**src/rtl/ram32_sdram_pkg.sv**
```systemverilog
// ---------------------------------------------------------------------------
// ram32_sdram_pkg
// Shared definitions for the 32x8 three-strobe SDRAM controller and its
// memory array: controller state encoding, address field slices and the
// default address/data widths.
// Address layout (5 bits): v = [4:3], r = [2:1], c = [0].
// ---------------------------------------------------------------------------
package ram32_sdram_pkg;

  localparam int ADDR_W_DEF = 5;
  localparam int DATA_W_DEF = 8;

  localparam int V_HI  = 4;
  localparam int V_LO  = 3;
  localparam int R_HI  = 2;
  localparam int R_LO  = 1;
  localparam int C_BIT = 0;

  typedef enum logic [2:0] {
    IDLE = 3'd0,
    VAS  = 3'd1,
    RAS  = 3'd2,
    CAS  = 3'd3,
    ACC  = 3'd4,
    CAPT = 3'd5
  } state_e;

  // Vertical field of a word address.
  function automatic logic [1:0] v_field(input logic [ADDR_W_DEF-1:0] addr);
    return addr[V_HI:V_LO];
  endfunction

  // Row field of a word address.
  function automatic logic [1:0] r_field(input logic [ADDR_W_DEF-1:0] addr);
    return addr[R_HI:R_LO];
  endfunction

endpackage

```
**src/rtl/ram32_sdram_3split_ctrl.sv**
```systemverilog
// ---------------------------------------------------------------------------
// ram32_sdram_3split_ctrl
// Upstream controller for the three-strobe SDRAM array. Accepts one
// valid/ready request at a time, walks the VAS -> RAS -> CAS strobe cycles,
// performs the access and returns a one-cycle response pulse. The vertical
// and row fields last strobed are remembered so a request that hits the open
// fields skips the matching strobe (when PAGE_KEEP = 1).
// Ports:
//   clk, rst                    clock, synchronous active-high reset
//   req_valid/req_ready         request handshake (ready only in IDLE)
//   req_we/req_addr/req_wdata   request fields, latched on accept
//   rsp_valid/rsp_we/rsp_rdata  one-cycle completion pulse and read data
//   mem_en/mem_rw               access enable and direction (ACC only)
//   mem_vas/mem_ras/mem_cas     active-low field strobes
//   mem_address/mem_datain      latched address and write data
//   mem_dataout                 registered read data from the array
// ---------------------------------------------------------------------------
module ram32_sdram_3split_ctrl
  import ram32_sdram_pkg::*;
#(
  parameter int ADDR_W    = ADDR_W_DEF,
  parameter int DATA_W    = DATA_W_DEF,
  parameter bit PAGE_KEEP = 1'b1
) (
  input  logic              clk,
  input  logic              rst,
  input  logic              req_valid,
  output logic              req_ready,
  input  logic              req_we,
  input  logic [ADDR_W-1:0] req_addr,
  input  logic [DATA_W-1:0] req_wdata,
  output logic              rsp_valid,
  output logic              rsp_we,
  output logic [DATA_W-1:0] rsp_rdata,
  output logic              mem_en,
  output logic              mem_rw,
  output logic              mem_vas,
  output logic              mem_ras,
  output logic              mem_cas,
  output logic [ADDR_W-1:0] mem_address,
  output logic [DATA_W-1:0] mem_datain,
  input  logic [DATA_W-1:0] mem_dataout
);

  state_e            state;
  logic [ADDR_W-1:0] lat_addr;
  logic              lat_we;
  logic [DATA_W-1:0] lat_wdata;
  logic [1:0]        open_v;
  logic [1:0]        open_r;
  logic              v_seen;
  logic              r_seen;
  logic              open_valid;
  logic              req_v_hit;
  logic              req_r_hit;
  logic              lat_r_hit;

  // The open fields only mean something once both strobes have run since reset.
  assign open_valid = v_seen && r_seen;

  // Hit tests: incoming request (from IDLE) and latched request (from VAS).
  assign req_v_hit = PAGE_KEEP && open_valid && (v_field(req_addr) == open_v);
  assign req_r_hit = PAGE_KEEP && open_valid && (r_field(req_addr) == open_r);
  assign lat_r_hit = PAGE_KEEP && open_valid && (r_field(lat_addr) == open_r);

  // Address and data buses come straight from the request latches, so they
  // are stable from the first strobe through the access cycle.
  assign mem_address = lat_addr;
  assign mem_datain  = lat_wdata;

  // Sequencer: request latch, open-page tracking and response pulse.
  always_ff @(posedge clk) begin
    if (rst) begin
      state     <= IDLE;
      lat_addr  <= '0;
      lat_we    <= 1'b0;
      lat_wdata <= '0;
      open_v    <= 2'b00;
      open_r    <= 2'b00;
      v_seen    <= 1'b0;
      r_seen    <= 1'b0;
      rsp_valid <= 1'b0;
      rsp_we    <= 1'b0;
      rsp_rdata <= '0;
    end else begin
      rsp_valid <= 1'b0;
      case (state)
        IDLE: begin
          if (req_valid) begin
            lat_addr  <= req_addr;
            lat_we    <= req_we;
            lat_wdata <= req_wdata;
            if (!req_v_hit) begin
              state <= VAS;
            end else if (!req_r_hit) begin
              state <= RAS;
            end else begin
              state <= CAS;
            end
          end
        end
        VAS: begin
          open_v <= v_field(lat_addr);
          v_seen <= 1'b1;
          state  <= lat_r_hit ? CAS : RAS;
        end
        RAS: begin
          open_r <= r_field(lat_addr);
          r_seen <= 1'b1;
          state  <= CAS;
        end
        CAS: begin
          state <= ACC;
        end
        ACC: begin
          if (lat_we) begin
            rsp_valid <= 1'b1;
            rsp_we    <= 1'b1;
            rsp_rdata <= '0;
            state     <= IDLE;
          end else begin
            // Array read data is registered, so it appears one cycle later.
            state <= CAPT;
          end
        end
        CAPT: begin
          rsp_valid <= 1'b1;
          rsp_we    <= 1'b0;
          rsp_rdata <= mem_dataout;
          state     <= IDLE;
        end
        default: begin
          state <= IDLE;
        end
      endcase
    end
  end

  // Moore decode of handshake and memory controls from the state register.
  always_comb begin
    req_ready = 1'b0;
    mem_en    = 1'b0;
    mem_rw    = 1'b0;
    mem_vas   = 1'b1;
    mem_ras   = 1'b1;
    mem_cas   = 1'b1;
    case (state)
      IDLE:    req_ready = 1'b1;
      VAS:     mem_vas   = 1'b0;
      RAS:     mem_ras   = 1'b0;
      CAS:     mem_cas   = 1'b0;
      ACC: begin
        mem_en = 1'b1;
        mem_rw = lat_we;
      end
      CAPT:    mem_en    = 1'b0;
      default: mem_en    = 1'b0;
    endcase
  end

endmodule

```
**config.mk**
```make
export PLATFORM = sky130hd
export DESIGN_NAME = ram32_sdram_3split_ctrl
export DESIGN_NICKNAME = d
export VERILOG_FILES = /design/src/rtl/ram32_sdram_pkg.sv /design/src/rtl/ram32_sdram_3split_ctrl.sv
export SDC_FILE = /design/constraint.sdc
export NUM_CORES = 1
export LEC_CHECK = 0
export ABC_AREA = 1
export CAP_MARGIN = 25
export CELL_PAD_IN_SITES_DETAIL_PLACEMENT = 0
export CELL_PAD_IN_SITES_GLOBAL_PLACEMENT = 1
export CORE_UTILIZATION = 27
export DETAILED_ROUTE_END_ITERATION = 6
export HOLD_SLACK_MARGIN = 0.02
export PLACE_DENSITY = 0.75
export SYNTH_ARGS = -nofsm -noshare
export SYNTH_HDL_FRONTEND = slang
export SYNTH_SLANG_ARGS = --single-unit
```
**constraint.sdc**
```tcl
create_clock -name clk -period 1.3 [get_ports clk]
set_clock_uncertainty 0.2 [all_clocks]
set_input_delay 0.325 -clock clk [delete_from_list [all_inputs] [get_ports clk]]
set_output_delay 0.325 -clock clk [all_outputs]
set_load 0.02 [all_outputs]
```
==> metrics <==
status finished, violations left; cell type with the largest total area after synthesis dfxtp_1; worst skew pair latency 0.28 ns; violated checks negative setup slack; count of pins over their slew limit 0; instance area after placement 2160 um2; Setup WS post-layout -0.325 ns; total negative setup slack -5.57 ns; CTS clk-pin slew, worst paths 0.07 ns; number of vias in the routed layout 1446; static power due to leakage 1.04 nW; number of I/O pins 54; Worst Max-Slew Pin Slew 0.282 ns; wire length of the first global-routing pass 6140 um; Seq cells post-synth 33; worst vdd ir 894 uV; final hold vios 0; overall track demand over capacity in global routing 15.1%; area share of the largest cell type after synthesis 48.4%; Non-Filler Instances 333; critical path peak fanout 5; Worst Setup Start Kind flip-flop; Post-Layout Inst Area 2460 um2; via count of the first global-routing pass 1303; post-placement cell count 320; horizontal extent of the die 73.1 um; post-synthesis cell count 182; Final Net Count 290; number of remaining DRC errors 0; arrival time worst endpoint 1.10 ns; number of design-rule violations left by the first detailed-router iteration 32; routed len/inst 11.4 um; CTS Root Buffer Type clkbuf_8; shortest period the worst path allows 1.62 ns; Final Routed Wirelength 3810 um; cell types with the largest area share after synthesis dfxtp_1, nand2_1, a21oi_1; CTS tree built; number of buffers inserted during clock tree synthesis 5; kind of critical path reg -> out; Post-DP HPWL 2740 um; area of the core 4790 um2; dominant register cell in the synthesized netlist dfxtp_1; synthesized netlist net count 207; endpoint type of the worst setup path output pin; y dimension of the die 73.1 um; # clock sinks 33; R2R setup slack -0.18 ns; maximum number of pins on one net before global-route repair 14; worst-case clock buffer depth 2; power density cells 1250 nW/um2; buffers added on ports 53; grt total ovfl 0; die outline area 5340 um2; async set or reset register ratio after synthesis 0%; # diodes 0; initial antenna violation count 0; peak clock frequency supported by timing 615 MHz; Syn Std Cell Area 1360 um2; post-synthesis average cell area 7.49 um2; count of flip-flops with a built-in enable after synthesis 0; count of standard-cell rows 25; final weighted congestion of routability-driven global placement 0.727; fill cell instance count of the final layout 470; post-placement setup slack -0.519 ns; layout cells sized above 1 43.6%; synth warn 0; share of the cycle needed by the critical path after routing 125%; TritonRoute pass-1 iters 4; required time at the worst-slack endpoint 0.77 ns; count of nets left with antenna violations after detail routing 0; worst min-delay path class reg -> reg; number of unique standard cell types used by synthesis 20; leading post-synthesis cells by instance count nand2_1, dfxtp_1, a21oi_1; # setup viols final 34; average via count per standard cell 4.34; starting density of the core 28.5%; sequential-to-total area share from yosys stat 48.4%; unrepaired setup endpoints after global routing yes; max-cap check violation count 0; Area growth, synth to finish 80.4%; H-tree levels 2; most used standard cell by instance count after synthesis nand2_1; worst slew slack as a fraction of its limit 81.1%
==> layer usage <==
layer  up-vias  GRT usage, %  part of all wire [%]
li1        750             -                     -
met1       660          18.9                    44
met2        30          24.0                    48
met3         6          4.97                   5.4
met4         0          5.88                   1.8
met5         -             0                     0
==> worst max-delay path, cell delays in order, from the launching register on <==
cell and delay (ns):
dfxtp_4 0.43, inv_6 0.06, nor2_4 0.12, nand2_2 0.08
buf_6 0.14
==> metrics by stage <==
step | power, mW | utilization (%) | hold slack, ns
after floorplan | 1.64 | - | 0.230
after global placement | 2.06 | 45.2 | 0.237
after detailed placement | 2.05 | 45.2 | 0.254
after CTS | 3.04 | 48.5 | 0.265
after global routing | 3.27 | 51.4 | 0.271
final | 3.09 | 51.4 | 0.262
==> timing repair <==
item / 4_1_cts / 5_1_grt
hold buffers: 0 / 0
resized for setup: 174 / 51
setup buffers: 5 / 0
pin swaps: 2 / 1
endpoints found under the setup margin: 58 / 59
==> cells by family after synthesis <==
family,share of synthesized area [%]
and+or+nand+nor,28.1
AOI/OAI and AO/OA,15.7
xor gates and xnor gates,0.642
buffers and inverters,7.16
DFF,48.4
==> worst paths after layout <==
kind | startpoint | endpoint | cells past startpoint
worst min-delay path | mem_datain[1]$_SDFFE_PP0P_ | mem_datain[1]$_SDFFE_PP0P_ | 2
worst max-delay path | state[0]$_SDFFE_PP0P_ | mem_vas | 4
worst min register to register | mem_datain[1]$_SDFFE_PP0P_ | mem_datain[1]$_SDFFE_PP0P_ | 2
worst max register to register | state[1]$_SDFFE_PP0P_ | mem_address[3]$_SDFFE_PP0P_ | 7
==> flip-flops by register name, summed over array words and instances, names as in the netlist <==
signal	count
rsp_we	1
state	3
open_v	2
rsp_valid	1
v_seen	1
rsp_rdata	8
open_r	2
mem_address	5
r_seen	1
mem_datain	8
lat_we	1
==> layout by cell type, fill, tap and decap left out <==
| cell | n |
|---|---|
| buf_4 | 24 |
| nor3_4 | 1 |
| dlymetal6s2s_1 | 1 |
| nand2_4 | 2 |
| dfxtp_2 | 21 |
| clkdlybuf4s50_1 | 21 |
| clkinvlp_4 | 1 |
| dfxtp_4 | 2 |
| nand3_1 | 13 |
| clkinv_2 | 1 |
| a21oi_4 | 1 |
| nand3_4 | 2 |
| a21oi_1 | 28 |
| nand2_2 | 2 |
| buf_12 | 2 |
| buf_2 | 2 |
| nand2_1 | 53 |
| nor2_1 | 6 |
| a21oi_2 | 3 |
| nor2_4 | 3 |
| o21ai_2 | 5 |
| dfxtp_1 | 10 |
| o211ai_1 | 1 |
| inv_1 | 12 |
| nand2_8 | 1 |
| dlygate4sd2_1 | 2 |
| buf_6 | 30 |
| clkbuf_8 | 7 |
| inv_2 | 3 |
| inv_6 | 1 |
| o21ai_0 | 2 |
| xnor2_1 | 1 |
| nand3_2 | 2 |
==> power by group <==
| group | internal (mW) | switching, mW | leakage, nW | total, mW |
|---|---|---|---|---|
| clock | 0.478 | 0.363 | 0.0542 | 0.842 |
| combinational | 0.524 | 0.515 | 0.703 | 1.04 |
| sequential | 1.12 | 0.0864 | 0.280 | 1.20 |
==> final cells by class <==
class | instances | area (um2) | area share, %
Clock inverter | 1 | 5.00 | 0.203
Inverter | 17 | 72.6 | 2.95
Sequential cell | 33 | 694 | 28.2
Timing Repair Buffer | 82 | 808 | 32.9
Clock buffer | 7 | 96.3 | 3.92
Tap cell | 67 | 83.8 | 3.41
Multi-Input combinational cell | 126 | 699 | 28.4
(Power assumes the default switching activity.)
